`src/rtl/check_sequencer_pkg.sv`:
```
// Shared types and constants for the check_sequencer block: FSM states,
// LFSR feedback taps, scoreboard widths and the stimulus rotation helpers.
package check_pkg;

  typedef enum logic [1:0] {
    ST_IDLE  = 2'd0,
    ST_RUN   = 2'd1,
    ST_DRAIN = 2'd2,
    ST_DONE  = 2'd3
  } state_e;

  // Feedback taps 64,63,61,60 counted from 1, i.e. state bits 63,62,60,59.
  localparam logic [63:0] LFSR_TAPS  = 64'hD800_0000_0000_0000;
  localparam int          ERR_CNT_W  = 16;
  localparam logic [ERR_CNT_W-1:0] NO_ERR_IDX = 16'hFFFF;

  function automatic logic [63:0] lfsr_next(input logic [63:0] s);
    return {s[62:0], ^(s & LFSR_TAPS)};
  endfunction

  function automatic logic [63:0] rot32(input logic [63:0] s);
    return {s[31:0], s[63:32]};
  endfunction

  function automatic logic [63:0] rotl1(input logic [63:0] s);
    return {s[62:0], s[63]};
  endfunction

endpackage

```
`src/rtl/check_sequencer_if.sv`:
```
// Bundle between check_sequencer and the circuits under test: run request,
// stimulus buses, the two compared output channels and the result summary.
interface check_sequencer_if #(
  parameter int IN_WIDTH  = 64,
  parameter int DATAWIDTH = 32
);
  logic                 start;
  logic [IN_WIDTH-1:0]  a;
  logic [IN_WIDTH-1:0]  b;
  logic [IN_WIDTH-1:0]  c;
  logic                 stim_valid;
  logic [DATAWIDTH-1:0] zref;
  logic [DATAWIDTH-1:0] zmeas;
  logic [DATAWIDTH-1:0] xref;
  logic [DATAWIDTH-1:0] xmeas;
  logic                 zerr;
  logic                 xerr;
  logic                 busy;
  logic                 done;
  logic                 pass;
  logic [15:0]          err_count;
  logic [15:0]          first_err_idx;

  modport master (
    input  start, zref, zmeas, xref, xmeas,
    output a, b, c, stim_valid, zerr, xerr, busy, done, pass,
           err_count, first_err_idx
  );

  modport slave (
    output start, zref, zmeas, xref, xmeas,
    input  a, b, c, stim_valid, zerr, xerr, busy, done, pass,
           err_count, first_err_idx
  );
endinterface

```
`src/rtl/check_sequencer_stim_lfsr.sv`:
```
// Stimulus generator: 64-bit Fibonacci LFSR with seed load and step enable,
// producing registered a/b/c vectors resized to IN_WIDTH (zero when cleared).
module stim_lfsr
  import check_pkg::*;
#(
  parameter int          IN_WIDTH = 64,
  parameter logic [63:0] SEED     = 64'h1
) (
  input  logic                clk_i,
  input  logic                rst_i,
  input  logic                load_i,
  input  logic                step_i,
  input  logic                clr_i,
  output logic [IN_WIDTH-1:0] a_o,
  output logic [IN_WIDTH-1:0] b_o,
  output logic [IN_WIDTH-1:0] c_o
);

  localparam int EXT_W = (IN_WIDTH > 64) ? IN_WIDTH : 64;

  logic [63:0]         state_q, state_d;
  logic [IN_WIDTH-1:0] a_q, a_d, b_q, b_d, c_q, c_d;

  // Truncates or zero-extends a 64-bit value onto the stimulus bus width.
  function automatic logic [IN_WIDTH-1:0] fit(input logic [63:0] v);
    logic [EXT_W-1:0] ext;
    ext = EXT_W'(v);
    return ext[IN_WIDTH-1:0];
  endfunction

  // Next LFSR state and the vector that state produces on the buses.
  always_comb begin
    state_d = state_q;
    if (load_i) begin
      state_d = SEED;
    end else if (step_i) begin
      state_d = lfsr_next(state_q);
    end else begin
      state_d = state_q;
    end
    if (clr_i) begin
      a_d = '0;
      b_d = '0;
      c_d = '0;
    end else begin
      a_d = fit(state_d);
      b_d = fit(rot32(state_d));
      c_d = fit(state_d ^ rotl1(state_d));
    end
  end

  // LFSR state and stimulus output registers.
  always_ff @(posedge clk_i) begin
    if (rst_i) begin
      state_q <= SEED;
      a_q     <= '0;
      b_q     <= '0;
      c_q     <= '0;
    end else begin
      state_q <= state_d;
      a_q     <= a_d;
      b_q     <= b_d;
      c_q     <= c_d;
    end
  end

  assign a_o = a_q;
  assign b_o = b_q;
  assign c_o = c_q;

endmodule

```
`src/rtl/check_sequencer.sv`:
```
// Self-checking sequencer: issues LFSR vectors, tracks the fixed circuit latency
// and scores two output channels. CHECK_SEQUENCER_STOP_ON_ERR_EN ends a run at the first mismatch.
module check_sequencer
  import check_pkg::*;
#(
  parameter int          IN_WIDTH    = 64,
  parameter int          DATAWIDTH   = 32,
  parameter int          LATENCY     = 2,
  parameter int          NUM_VECTORS = 256,
  parameter logic [63:0] SEED        = 64'h1
) (
  input logic              Clk,
  input logic              Rst,
  check_sequencer_if.master io
);

  state_e                   state_q, state_d, nat_d;
  logic [15:0]              vec_idx_q, vec_idx_d;
  logic [15:0]              drain_q, drain_d;
  logic [LATENCY-1:0]       vld_q, vld_d;
  logic [LATENCY-1:0][15:0] idx_q, idx_d;
  logic [ERR_CNT_W-1:0]     err_q, err_d;
  logic [15:0]              first_q, first_d;
  logic                     stim_valid_q, zerr_q, xerr_q, busy_q, done_q, pass_q;
  logic                     run_entry, in_flight_d, stop_hit;
  logic                     cmp_fire, z_mis, x_mis;
  logic [DATAWIDTH-1:0]     zdiff, xdiff;
  logic [ERR_CNT_W:0]       err_sum;

  // The pipeline head carries the vector whose circuit outputs are valid now.
  assign cmp_fire = vld_q[LATENCY-1];
  assign zdiff    = io.zmeas ^ io.zref;
  assign xdiff    = io.xmeas ^ io.xref;
  assign z_mis    = cmp_fire & (|zdiff);
  assign x_mis    = cmp_fire & (|xdiff);

`ifdef CHECK_SEQUENCER_STOP_ON_ERR_EN
  assign stop_hit = z_mis | x_mis;
`else
  assign stop_hit = 1'b0;
`endif

  // Next FSM state; start is only honoured from IDLE or DONE.
  always_comb begin
    nat_d = state_q;
    case (state_q)
      ST_IDLE:  nat_d = io.start ? ST_RUN : ST_IDLE;
      ST_RUN:   nat_d = (vec_idx_q == 16'(NUM_VECTORS - 1)) ? ST_DRAIN : ST_RUN;
      ST_DRAIN: nat_d = (drain_q == 16'(LATENCY - 1)) ? ST_DONE : ST_DRAIN;
      ST_DONE:  nat_d = io.start ? ST_RUN : ST_DONE;
      default:  nat_d = ST_IDLE;
    endcase
    state_d     = stop_hit ? ST_DONE : nat_d;
    run_entry   = (state_d == ST_RUN) && (state_q != ST_RUN);
    in_flight_d = (state_d == ST_RUN) || (state_d == ST_DRAIN);
  end

  // Vector/drain counters, valid-index pipeline and the scoreboard.
  always_comb begin
    vec_idx_d = (state_q == ST_RUN) ? vec_idx_q + 16'd1 : vec_idx_q;
    drain_d   = (state_q == ST_DRAIN) ? drain_q + 16'd1 : 16'd0;
    if (run_entry) begin
      vec_idx_d = 16'd0;
    end else begin
      vec_idx_d = vec_idx_d;
    end

    vld_d    = '0;
    idx_d    = idx_q;
    idx_d[0] = vec_idx_q;
    for (int i = 1; i < LATENCY; i++) begin
      idx_d[i] = idx_q[i-1];
    end
    if (in_flight_d) begin
      vld_d[0] = stim_valid_q;
      for (int i = 1; i < LATENCY; i++) begin
        vld_d[i] = vld_q[i-1];
      end
    end else begin
      vld_d = '0;
    end

    err_d   = err_q;
    first_d = first_q;
    err_sum = {1'b0, err_q} + (ERR_CNT_W + 1)'(z_mis) + (ERR_CNT_W + 1)'(x_mis);
    if (run_entry) begin
      err_d   = '0;
      first_d = NO_ERR_IDX;
    end else if (cmp_fire) begin
      err_d = err_sum[ERR_CNT_W] ? NO_ERR_IDX : err_sum[ERR_CNT_W-1:0];
      if ((z_mis || x_mis) && (first_q == NO_ERR_IDX)) begin
        first_d = idx_q[LATENCY-1];
      end else begin
        first_d = first_q;
      end
    end else begin
      err_d   = err_q;
      first_d = first_q;
    end
  end

  // State, counters, pipeline and registered status outputs.
  always_ff @(posedge Clk) begin
    if (Rst) begin
      state_q      <= ST_IDLE;
      vec_idx_q    <= 16'd0;
      drain_q      <= 16'd0;
      vld_q        <= '0;
      idx_q        <= '0;
      err_q        <= '0;
      first_q      <= NO_ERR_IDX;
      stim_valid_q <= 1'b0;
      zerr_q       <= 1'b0;
      xerr_q       <= 1'b0;
      busy_q       <= 1'b0;
      done_q       <= 1'b0;
      pass_q       <= 1'b0;
    end else begin
      state_q      <= state_d;
      vec_idx_q    <= vec_idx_d;
      drain_q      <= drain_d;
      vld_q        <= vld_d;
      idx_q        <= idx_d;
      err_q        <= err_d;
      first_q      <= first_d;
      stim_valid_q <= (state_d == ST_RUN);
      zerr_q       <= z_mis;
      xerr_q       <= x_mis;
      busy_q       <= in_flight_d;
      done_q       <= (state_d == ST_DONE);
      pass_q       <= (state_d == ST_DONE) && (err_d == '0);
    end
  end

  stim_lfsr #(
    .IN_WIDTH (IN_WIDTH),
    .SEED     (SEED)
  ) u_stim (
    .clk_i  (Clk),
    .rst_i  (Rst),
    .load_i (run_entry),
    .step_i ((state_q == ST_RUN) && (state_d == ST_RUN)),
    .clr_i  (state_d != ST_RUN),
    .a_o    (io.a),
    .b_o    (io.b),
    .c_o    (io.c)
  );

  assign io.stim_valid    = stim_valid_q;
  assign io.zerr          = zerr_q;
  assign io.xerr          = xerr_q;
  assign io.busy          = busy_q;
  assign io.done          = done_q;
  assign io.pass          = pass_q;
  assign io.err_count     = err_q;
  assign io.first_err_idx = first_q;

endmodule

```
`src/flat_wrapper.sv`:
```
// flat-port wrapper written by rule: the top's interface ports become plain ports
module check_sequencer_flat import check_pkg::*;
#(
  parameter int          IN_WIDTH    = 64,
  parameter int          DATAWIDTH   = 32,
  parameter int          LATENCY     = 2,
  parameter int          NUM_VECTORS = 256,
  parameter logic [63:0] SEED        = 64'h1
)
  (Clk, Rst, io_start, io_zref, io_zmeas, io_xref, io_xmeas, io_a, io_b, io_c, io_stim_valid, io_zerr, io_xerr, io_busy, io_done, io_pass, io_err_count, io_first_err_idx);
  check_sequencer_if #(.IN_WIDTH(IN_WIDTH), .DATAWIDTH(DATAWIDTH)) io_i ();
  input logic Clk;
  input logic Rst;
  input wire logic [$bits(io_i.start)-1:0] io_start;
  input wire logic [$bits(io_i.zref)-1:0] io_zref;
  input wire logic [$bits(io_i.zmeas)-1:0] io_zmeas;
  input wire logic [$bits(io_i.xref)-1:0] io_xref;
  input wire logic [$bits(io_i.xmeas)-1:0] io_xmeas;
  output wire logic [$bits(io_i.a)-1:0] io_a;
  output wire logic [$bits(io_i.b)-1:0] io_b;
  output wire logic [$bits(io_i.c)-1:0] io_c;
  output wire logic [$bits(io_i.stim_valid)-1:0] io_stim_valid;
  output wire logic [$bits(io_i.zerr)-1:0] io_zerr;
  output wire logic [$bits(io_i.xerr)-1:0] io_xerr;
  output wire logic [$bits(io_i.busy)-1:0] io_busy;
  output wire logic [$bits(io_i.done)-1:0] io_done;
  output wire logic [$bits(io_i.pass)-1:0] io_pass;
  output wire logic [$bits(io_i.err_count)-1:0] io_err_count;
  output wire logic [$bits(io_i.first_err_idx)-1:0] io_first_err_idx;
  assign io_i.start = io_start;
  assign io_i.zref = io_zref;
  assign io_i.zmeas = io_zmeas;
  assign io_i.xref = io_xref;
  assign io_i.xmeas = io_xmeas;
  assign io_a = io_i.a;
  assign io_b = io_i.b;
  assign io_c = io_i.c;
  assign io_stim_valid = io_i.stim_valid;
  assign io_zerr = io_i.zerr;
  assign io_xerr = io_i.xerr;
  assign io_busy = io_i.busy;
  assign io_done = io_i.done;
  assign io_pass = io_i.pass;
  assign io_err_count = io_i.err_count;
  assign io_first_err_idx = io_i.first_err_idx;
  check_sequencer #(.IN_WIDTH(IN_WIDTH), .DATAWIDTH(DATAWIDTH), .LATENCY(LATENCY), .NUM_VECTORS(NUM_VECTORS), .SEED(SEED)) u_core (.Clk(Clk), .Rst(Rst), .io(io_i));
endmodule
```
`config.mk`:
```
export PLATFORM = sky130hd
export DESIGN_NAME = check_sequencer_flat
export DESIGN_NICKNAME = d
export VERILOG_FILES = /design/src/rtl/check_sequencer_pkg.sv /design/src/rtl/check_sequencer_if.sv /design/src/rtl/check_sequencer_stim_lfsr.sv /design/src/rtl/check_sequencer.sv /design/src/flat_wrapper.sv
export SDC_FILE = /design/constraint.sdc
export NUM_CORES = 1
export LEC_CHECK = 0
export CAP_MARGIN = 20
export CORE_UTILIZATION = 50
export DETAILED_ROUTE_END_ITERATION = 8
export HOLD_SLACK_MARGIN = 0.08
export PLACE_DENSITY = 0.9
export SYNTH_ARGS = -nofsm -noshare
export SYNTH_HDL_FRONTEND = slang
export SYNTH_SLANG_ARGS = --single-unit
```
`constraint.sdc`:
```
create_clock -name Clk -period 4.81 [get_ports Clk]
set_input_delay 0.7215 -clock Clk [delete_from_list [all_inputs] [get_ports Clk]]
set_output_delay 0.7215 -clock Clk [all_outputs]
set_load 0.01 [all_outputs]
```
# [After elaboration in Yosys (flattened, before gate mapping)]
# Cells that the tools add are included.
[totals] regBits=362 latchBits=0 mem_bits_rw=0 romBits=0 input_bits=131 out_inout_bits=230 word_cells=66 mem_count=0
[classes] addsub=4 multipliers=0 div_mod_pow=0 n_lt_le_gt_ge=0 eq_ne=11 shift=0 mux=10 bitwise_logic=7 reduce_logical=16
[op_table] cell="$mux 64" count=2
[op_table] cell="$reduce_or 32->1" count=2
[op_table] cell="$reduce_xor 64->1" count=1
[op_table] cell="$xor 32x32->32" count=2
[op_table] cell="$xor 64x64->64" count=1
[op_table] cell="$mux 16" count=3
[op_table] cell="$add 16x1->16 const B" count=2
[op_table] cell="$add 16x1->17" count=1
[op_table] cell="$add 17x1->17" count=1
[op_table] cell="$eq 16x1->1 const B" count=1
[op_table] cell="$eq 16x16->1 const B" count=1
[op_table] cell="$eq 16x8->1 const B" count=1
[op_table] cell="$logic_not 16->1" count=1
[op_table] cell="$eq 2x2->1 const B" count=4
[op_table] cell="$pmux 2 s4" count=1
[op_table] cell="$reduce_or 2->1" count=4
[op_table] cell="$eq 2x1->1 const B" count=2
[op_table] cell="$logic_and 1x1->1" count=4
[op_table] cell="$mux 2" count=2
[op_table] cell="$ne 2x1->1 const B" count=2
[op_table] cell="$and 1x1->1" count=2
[op_table] cell="$logic_not 2->1" count=1
[op_table] cell="$logic_or 1x1->1" count=2
[op_table] cell="$mux 1" count=2
[op_table] cell="2 further kinds" count=3

# [Depth between registers and ports, before layout]
# Gate-level depths: netlist of run 1.
[depth] depth_word=10 depth_mapped=13 mapped_depth_nobuf=13

# [Hierarchy]
# A second synthesis of run 1 with hierarchy kept.
[unflattened] hier_cells=1284 hier_area_um2=11747.5
[modules_own_cells] module="stim_lfsr" instances=1 cells_each=758 area_each_um2=6922.9 seq_area_each_um2=3843.7
[modules_own_cells] module="check_sequencer" instances=1 cells_each=526 area_each_um2=4824.6 seq_area_each_um2=2122.0

# [Least setup slack after synthesis of run 1]
# No wires, ideal clock.
[synth_path] path_kind="input-to-reg" start="input io_zref[23]" end="register u_core.pass_q, in the netlist u_core.io.pass" t_arrival_ns=3.106 t_required_ns=4.692 slack_ns=1.587 stages=13 path_buffers=0 cell_sequence="xor2_1 > nor4_1 > nand4_1 > nor2_1 > nor2b_1 > fa_1 > ha_1 > and2_0 > and4_1 > o311ai_0 > nor2b_1 > nand4_1 > o21ai_1"
[synth_via] elab_chain_cells=10
[synth_lines] item="start: declaration" line="flat_wrapper.sv:15" source="input wire logic [$bits(io_i.zref)-1:0] io_zref;"
[synth_lines] item="$xor 32x32->32" line="check_sequencer.sv:32" source="assign zdiff = io.zmeas ^ io.zref;"
[synth_lines] item="$reduce_or 32->1" line="check_sequencer.sv:34" source="assign z_mis = cmp_fire & (|zdiff);"
[synth_lines] item="$and 1x1->1" line="check_sequencer.sv:34"
[synth_lines] item="net u_core.z_mis" line="check_sequencer.sv:26" source="logic cmp_fire, z_mis, x_mis;"
[synth_lines] item="$add 16x1->17" line="check_sequencer.sv:85" source="err_sum = {1'b0, err_q} + (ERR_CNT_W + 1)'(z_mis) + (ERR_CNT_W + 1)'(x_mis);"
[synth_lines] item="$add 17x1->17" line="check_sequencer.sv:85"
[synth_lines] item="$mux 16" line="check_sequencer.sv:90" source="err_d = err_sum[ERR_CNT_W] ? NO_ERR_IDX : err_sum[ERR_CNT_W-1:0];"
[synth_lines] item="$mux 16" line="check_sequencer.sv:89" source="end else if (cmp_fire) begin"
[synth_lines] item="$mux 16" line="check_sequencer.sv:86" source="if (run_entry) begin"
[synth_lines] item="$logic_not 16->1" line="check_sequencer.sv:131" source="pass_q <= (state_d == ST_DONE) && (err_d == '0);"
[synth_lines] item="$logic_and 1x1->1" line="check_sequencer.sv:131"
[synth_lines] item="end signal: assignment" line="check_sequencer.sv:131"
[synth_lines] item="end: declaration" line="check_sequencer.sv:24" source="logic stim_valid_q, zerr_q, xerr_q, busy_q, done_q, pass_q;"
# The timed path passes the listed nets, and every way through them passes these cells.
# A chain may end at the register's enable or synchronous reset.

# [Worst setup path in the final report of run 1]
[layout_path] start="input io_zref[25]" end="register u_core.pass_q, in the netlist u_core.io.pass"
# Same word-level chain as after synthesis.

==> results by group, run 1 <==
Synthesis
  – Syn nets: 1366
  – Largest family of logic cells by synthesized area: simple AND/OR/NAND/NOR gates
  – Async set-reset flop share out of synthesis: 0
  – Syn avg cell area: 9.450 sq um
  – Synth Area in Compound Gates: 0.06189
  – Simple logic cell fraction of the synthesized area: 0.2239
  – Post-synthesis mux area share: 0.001725
  – Number of synthesized flops with an enable pin: 0
  – Dominant register cell in the synthesized netlist: dfxtp_1
  – Yosys reg bits: 298
  – Post-synthesis sequential area ratio: 0.5141
  – XOR/XNOR Fraction of Synth Area: 0.1230
  – Synth cell types: 42
  – Syn. warnings: 0
  – Cell count after synthesis: 1228
  – Adder-cell share of the synthesized area: 0.008194
  – Cell Area, Synth: 11600 sq um

Worst hold path
  – Hold WC Path Type: flop to flop

CTS
  – CTS buffer count: 29
  – Htree depth: 1
  – Cts hold-fix bufs: 0
  – Skew-Pair Late Insertion Delay: 540 ps
  – Num Clock Sinks: 298
  – Post-CTS resize count: 0
  – CTS Root Cell: clkbuf_16
  – CTS Buffer Depth: 3
  – # Post-CTS Setup Buffers: 0
  – Clock-pin slew on the worst setup and hold paths: 60 ps
  – TritonCTS clock tree: done

Power and ir drop
  – Tot Pwr: 5.170 mW
  – Peak supply drop: 0.2926 mV
  – Pwr per Cell Area: between 300 and 400 nW/um^2
  – Leak: 5.731 nW

Global route
  – GR Util met3: 0.04819
  – Largest net degree at the start of global routing: between 100 and 150
  – Gr busiest metal: met2
  – Met1 Use GR: 0.3239
  – Number of global-route vias before repair: 8805
  – GRT Total Usage: 0.2484
  – Total congestion overflow: 0
  – Wire length of the first global-routing pass: 47650 microns
  – GR Util met2: 0.4206
  – Initial antenna violation count: 0

Layout
  – Most frequent cells in the layout: clkdlybuf4s50_1 (359), dfxtp_1 (298), nor2_1 (113), nand3_1 (91), xor2_1 (90)
  – P&R area growth vs syn: 37.18%
  – Layout cells sized above 1: 0.04483
  – Final net count: between 1500 and 2000
  – Commonest non-fill, non-tap cell in the layout: clkdlybuf4s50_1
  – Filler cells: ~1600

STA
  – Relative slew slack: 0.3009
  – Fin. Hold Viols: 0
  – Finish-stage setup viols: 0
  – Max Slew Vio Count: 0
  – RSZ-0062 raised after global routing: false
  – Worst Skew: 11.97 ps
  – Worst-Margin Slew: 1041 ps
  – Setup TNS: 0 ps
  – Final min period: 3851 ps
  – Period utilisation layout: 0.8007
  – F_max: 259.7 MHz

Floorplanning
  – Initial Utilization: 0.5110
  – # rows: 55
  – IO Pins: 361
  – Die X: approximately 150 microns
  – Die area: 23820 sq um
  – Die height: 154.3 microns
  – Core Footprint: 22710 sq um

Worst setup path
  – Critical path class: input pin to flop
  – CP max-delay cell: fa_1
  – Worst reg2reg startpoint: u_core.vec_idx_q[0]
  – Critical Path Start: io_zref[25]
  – Setup crit end kind: flop
  – Critical path fanouts, max: 5
  – CP max stage delay: around 490 ps
  – R2r setup slk: 1590 ps
  – Req. time, crit path: 5230 ps
  – Reg2Reg Depth: 11
  – Startpoint types: input pin
  – R2R Path End: u_core.io.pass
  – Crit-path cells: clkdlybuf4s50_1 -> xor2_1 -> nor4_1 -> nand4_1 -> nor2_1 -> nor2b_1 -> fa_1 -> ha_1 -> and2_0 -> and4_1 -> o311ai_0 -> nor2b_1 -> nand4_1 -> o21ai_1
  – Crit path to: u_core.io.pass
  – Arrival @ worst endpoint: between 4000 and 5000 ps

Placed design
  – Final Wtd Congestion: 0.8994
  – PortBufs: 360
  – DP HPWL: 21690 microns

Detailed routing
  – Routed Antenna Nets: 0
  – 1st-iter DRT viols: 606
  – Drt wl/cell: 17.32 microns
  – Routed wire length: between 30000 and 40000 microns
  – DRT Pass-1 Iters: 7
  – Drt drc: 0
  – Routed vias: around 9400
  – Vias per std cell: 5.236

Flow run
  – Max-Cap Viols: 0

Outcome
  – Outcome: complete, no violations
==> metrics by stage <==
step,hold slack (ps),utilization,area (sq um),setup WS [ps],instances
CTS,429.6,0.7009,15920,1037,1802
finish,429.8,0.7010,15920,958.9,1803
global route,434.2,0.7009,15920,800.4,1802
floorplan,405.7,-,11600,1587,1228
detailed placement,414.8,0.6559,14900,458.4,1748
global placement,408.4,0.6559,14900,562.2,1748
==> registers in the layout, summed over array words and instances, names as in the netlist, 2 cells and up <==
register and cells:
u_core.idx_q 16, u_core.u_stim.c_o 64, u_core.vld_q 2, u_core.io.err_count 16
u_core.u_stim.state_q 64, u_core.io.first_err_idx 16, u_core.vec_idx_q 16, u_core.drain_q 16
u_core.idx_d 16, u_core.state_q 2, u_core.u_stim.a_o 63
==> Yosys cell counts (2+ instances only) <==
cell | n | area, sq um
buf_4 | 64 | 480.5
a21oi_1 | 85 | 425.4
o21ai_0 | 13 | 65.06
nor4_1 | 27 | 168.9
nand2b_1 | 70 | 437.9
and2_1 | 3 | 18.77
nand4_1 | 21 | 131.4
or3_1 | 6 | 37.54
xnor2_1 | 73 | 639.4
dfxtp_1 | 298 | 5966
nand3_1 | 91 | 455.4
nand2_1 | 41 | 153.9
mux2i_1 | 2 | 20.02
xor2_1 | 90 | 788.3
nor2b_1 | 38 | 237.7
and4_1 | 4 | 35.03
o2111ai_1 | 2 | 17.52
ha_1 | 6 | 75.07
o31ai_1 | 13 | 97.59
clkbuf_1 | 61 | 229.0
nor3_1 | 7 | 35.03
o21a_1 | 2 | 15.01
and3_1 | 67 | 419.2
buf_1 | 3 | 11.26
nor2_1 | 113 | 424.2
o31ai_2 | 3 | 37.54
inv_1 | 6 | 22.52
buf_2 | 5 | 25.02
==> critical path, delay by kind of cell <==
family          cells  cell delay [ps]
simple gates        8             1810
fa+ha+maj           2              740
buf+inv             1              440
compound gates      2              390
xor+xnor            1              170
==> area by class of cell <==
| type | instances | area (sq um) | area share |
|---|---|---|---|
| sequential | 298 | 5966 | 0.3748 |
| multi-input combinational | 790 | 4882 | 0.3067 |
| timing repair buffer | 369 | 3669 | 0.2304 |
| clock buffer | 38 | 819.5 | 0.05148 |
| tap | 285 | 356.6 | 0.02240 |
| clock inverter | 16 | 201.4 | 0.01265 |
| inverter | 6 | 22.52 | 0.001415 |
| antenna | 1 | 2.502 | 0.0001572 |
==> worst min path at each step <==
stage	from	end	slack [ps]	cells after the start
6_report	u_core.vld_q[0]	u_core.vld_q[1]	430	1
5_1_grt	u_core.vld_q[0]	u_core.vld_q[1]	430	1
4_1_cts	u_core.vld_q[0]	u_core.vld_q[1]	430	1
3_5_place_dp	u_core.vld_q[0]	u_core.vld_q[1]	410	1
3_3_place_gp	u_core.vld_q[0]	u_core.vld_q[1]	410	1
2_1_floorplan	u_core.vld_q[0]	u_core.vld_q[1]	410	1
==> power breakdown <==
part           switching (mW)  internal (mW)
clock                   0.950           1.42
sequential            0.00928           2.48
combinational           0.154          0.161
total                    1.11           4.06
==> layer usage <==
layer,vias to the layer above,wire [microns]
li1,4578,-
met1,4512,13700
met2,299,14990
met3,52,1842
met4,0,686
met5,-,0
==> cells by family after synthesis <==
logic type | count (synthesis)
and+or+nand+nor | 492
muxes | 2
adders and majority gates | 7
DFF | 298
xor gates and xnor gates | 163
AOI/OAI and AO/OA | 126
buffers and inverters | 140
No activity file was read; power rests on OpenSTA's default activity.
==> run 2: changes to the inputs <==
Settings changed: CORE_UTILIZATION 50 to 42, PLACE_DENSITY 0.9 to 0.81.
Clock period 4.81 ns to 3.4 ns, I/O delays scaled along.
==> run 2 against run 1 <==
Routed wire length down 7.0%. Count of clock-buffer cells in the layout up 3. Clock skew up 14 ps. Design area is 1.6% higher. Critical endpoint unchanged. Largest power group unchanged. Highest routed layer unchanged.
==> results by group, run 2 (same netlist as run 1, synthesis figures left out) <==
Outcome
  – Outcome: complete, no violations

Placed design
  – Final Wtd Congestion: 0.8416 (-6.4%)
  – DP Cell Count: 1833 (+4.9%)
  – Place WS: -271.1 ps (-729.5 ps)
  – DP HPWL: 20780 microns (-4.2%)
  – PortBufs: 360 (unchanged)

Detailed routing
  – Vias per std cell: 4.924 (-6.0%)
  – Routed Antenna Nets: 0 (unchanged)
  – Drt drc: 0 (unchanged)
  – Routed vias: 9297 (-1.5%)
  – Drt wl/cell: 15.37 microns (-11%)
  – Routed wire length: 29020 microns (-7.0%)
  – 1st-iter DRT viols: 531 (-12%)
  – DRT Pass-1 Iters: 5 (-2)

STA
  – Worst-Margin Slew: 967.5 ps (-73.34 ps)
  – Max Slew Vio Count: 0 (unchanged)
  – RSZ-0062 raised after global routing: false
  – Period utilisation layout: 0.9307
  – Relative slew slack: 0.3550 (+0.05411)
  – Setup slack after layout: 235.8 ps (-723.1 ps)
  – Final min period: between 3000 and 4000 ps
  – Finish-stage setup viols: 0 (unchanged)
  – Fin. Hold Viols: 0 (unchanged)
  – Hold slack: 269.2 ps (-160.6 ps)
  – Worst Skew: 26.04 ps (+14.07 ps)
  – F_max: 316.0 MHz

CTS
  – CTS Root Cell: clkbuf_16
  – Htree depth: 1 (unchanged)
  – Skew-Pair Late Insertion Delay: 560 ps (+20 ps)
  – TritonCTS clock tree: done
  – CTS buffer count: 30 (+3.4%)
  – Num Clock Sinks: 298 (unchanged)
  – Clock-pin slew on the worst setup and hold paths: 60 ps (about the same)
  – CTS Buffer Depth: 3 (unchanged)

Global route
  – Wire length of the first global-routing pass: 45540 microns (-4.4%)
  – Number of global-route vias before repair: 8812 (+0.080%)
  – Largest net degree at the start of global routing: 95 (-20%)
  – Initial antenna violation count: 0 (unchanged)
  – GRT Total Usage: 0.1949 (-0.05350)
  – Total congestion overflow: 0 (unchanged)

Worst setup path
  – R2R Path End: u_core.u_stim.c_o[21]
  – Critical path class: input pin to flop
  – Req. time, crit path: 3880 ps (-1350 ps)
  – Startpoint types: input pin
  – Reg2Reg Depth: 11 (unchanged)
  – Setup crit end kind: flop
  – Worst reg2reg startpoint: u_core.vec_idx_q[0]
  – Arrival @ worst endpoint: 3640 ps (-640 ps)
  – Critical path fanouts, max: 3 (-2)
  – R2r setup slk: 560 ps (-1030 ps)

Worst hold path
  – Min-delay src: Rst
  – Worst Hold Depth: 2 (+1)
  – Hold WC Path Type: input pin to flop
  – Hold worst-path end: u_core.idx_d[16]

Floorplanning
  – Die height: 168.2 microns (+9.0%)
  – Core Footprint: 27030 sq um (+19%)
  – Die area: 28300 sq um (+19%)
  – IO Pins: 361 (unchanged)
  – # rows: 60 (+9.1%)
  – Die X: 168.2 microns (+9.0%)
  – Initial Utilization: 0.4294 (-0.08162)

Layout
  – Final core utilization: 0.5984 (-0.1026)
  – N_diodes: 0 (-1)
  – Final net count: 1663 (+1.9%)
  – Commonest non-fill, non-tap cell in the layout: clkdlybuf4s50_1
  – Layout cells sized above 1: 0.06335 (+0.01852)
  – P&R area growth vs syn: 39.36%
  – Cell Count, Final, Fillers Out: 1888 (+4.7%)
  – Most frequent cells in the layout: clkdlybuf4s50_1 (359), dfxtp_1 (298), nor2_1 (113), nand3_1 (91), xor2_1 (90)

Flow run
  – Max-Cap Viols: 0 (unchanged)

Power and ir drop
  – Leak: 5.861 nW (+2.3%)
  – Pwr per Cell Area: 440.1 nW/um^2 (+35%)
  – Tot Pwr: 7.117 mW (+38%)
  – Peak supply drop: 0.3300 mV (+13%)
==> run 2: cell types whose count changed in the layout (fill, tap and decap cells not counted), sizes merged <==
cell      change
clkinvlp      -3
diode         -1
clkbuf        +3
inv           -1
clkinv        +4
bufinv        -3
buf          +30
==> run 2: how the worst max path moves through the flow <==
stage / startpoint / end / slack, ps / cells after the start
floorplan: io_zref[23] / u_core.io.pass / 390 / 13
global placement: io_zref[31] / u_core.io.pass / -220 / 14
finish: io_zref[29] / u_core.io.pass / 240 / 16
CTS: io_zref[24] / u_core.io.pass / 280 / 16
detailed placement: io_zref[24] / u_core.io.pass / -270 / 16
global route: io_zref[25] / u_core.io.pass / 10 / 16
==> run 2: through the flow <==
| stage | setup TNS, ps | instance area (sq um) |
|---|---|---|
| finish | 0 | 16170 |
| global route | 0 | 16170 |
| CTS | 0 | 16150 |
| detailed placement | -507.8 | 15180 |
| global placement | -259.8 | 15180 |
| floorplan | 0 | 11600 |
==> run 2: timing repair <==
item / 4_1_cts / 5_1_grt
hold buffers: 0 / 0
gates resized for setup: 0 / 3
endpoints found under the hold margin: 0 / 0
endpoints found under the setup margin: 0 / 1
setup buffers: 0 / 1
==> run 2: layout make-up <==
cell class / count / area [sq um]
Timing Repair Buffer: 399 / 3894
Inverter: 6 / 22.52
Tap cell: 341 / 426.7
Fill cell: 2185 / 10850
Multi-Input combinational cell: 790 / 4901
Clock buffer: 41 / 842.1
Sequential cell: 298 / 5966
Clock inverter: 13 / 121.4
==> run 2: where the power goes <==
part,switching (mW),internal [mW],total [mW]
clock network,1.34,1.81,3.15
registers,0.0122,3.51,3.52
logic,0.217,0.233,0.451
total,1.57,5.55,7.12
==> run 2: per-layer routing <==
layer,vias to the layer above,share of wire,global-route usage
li1,4625,-,-
met1,4388,0.43,0.2505
met2,237,0.51,0.3401
met3,47,0.043,0.03150
met4,0,0.020,0.04704
met5,-,0,0
==> run 2: critical path, stage by stage <==
cell and delay, ps:
clkdlybuf4s50_1 410, xor2_1 180, nor4_2 300, buf_4 170, nand4_1 120, nor2_1 150
nor2b_1 80, fa_1 420, ha_1 230, and2_0 200, buf_4 150, nor4_1 200
o311ai_0 160, nor2b_1 140, nand4_1 90, o21ai_1 130
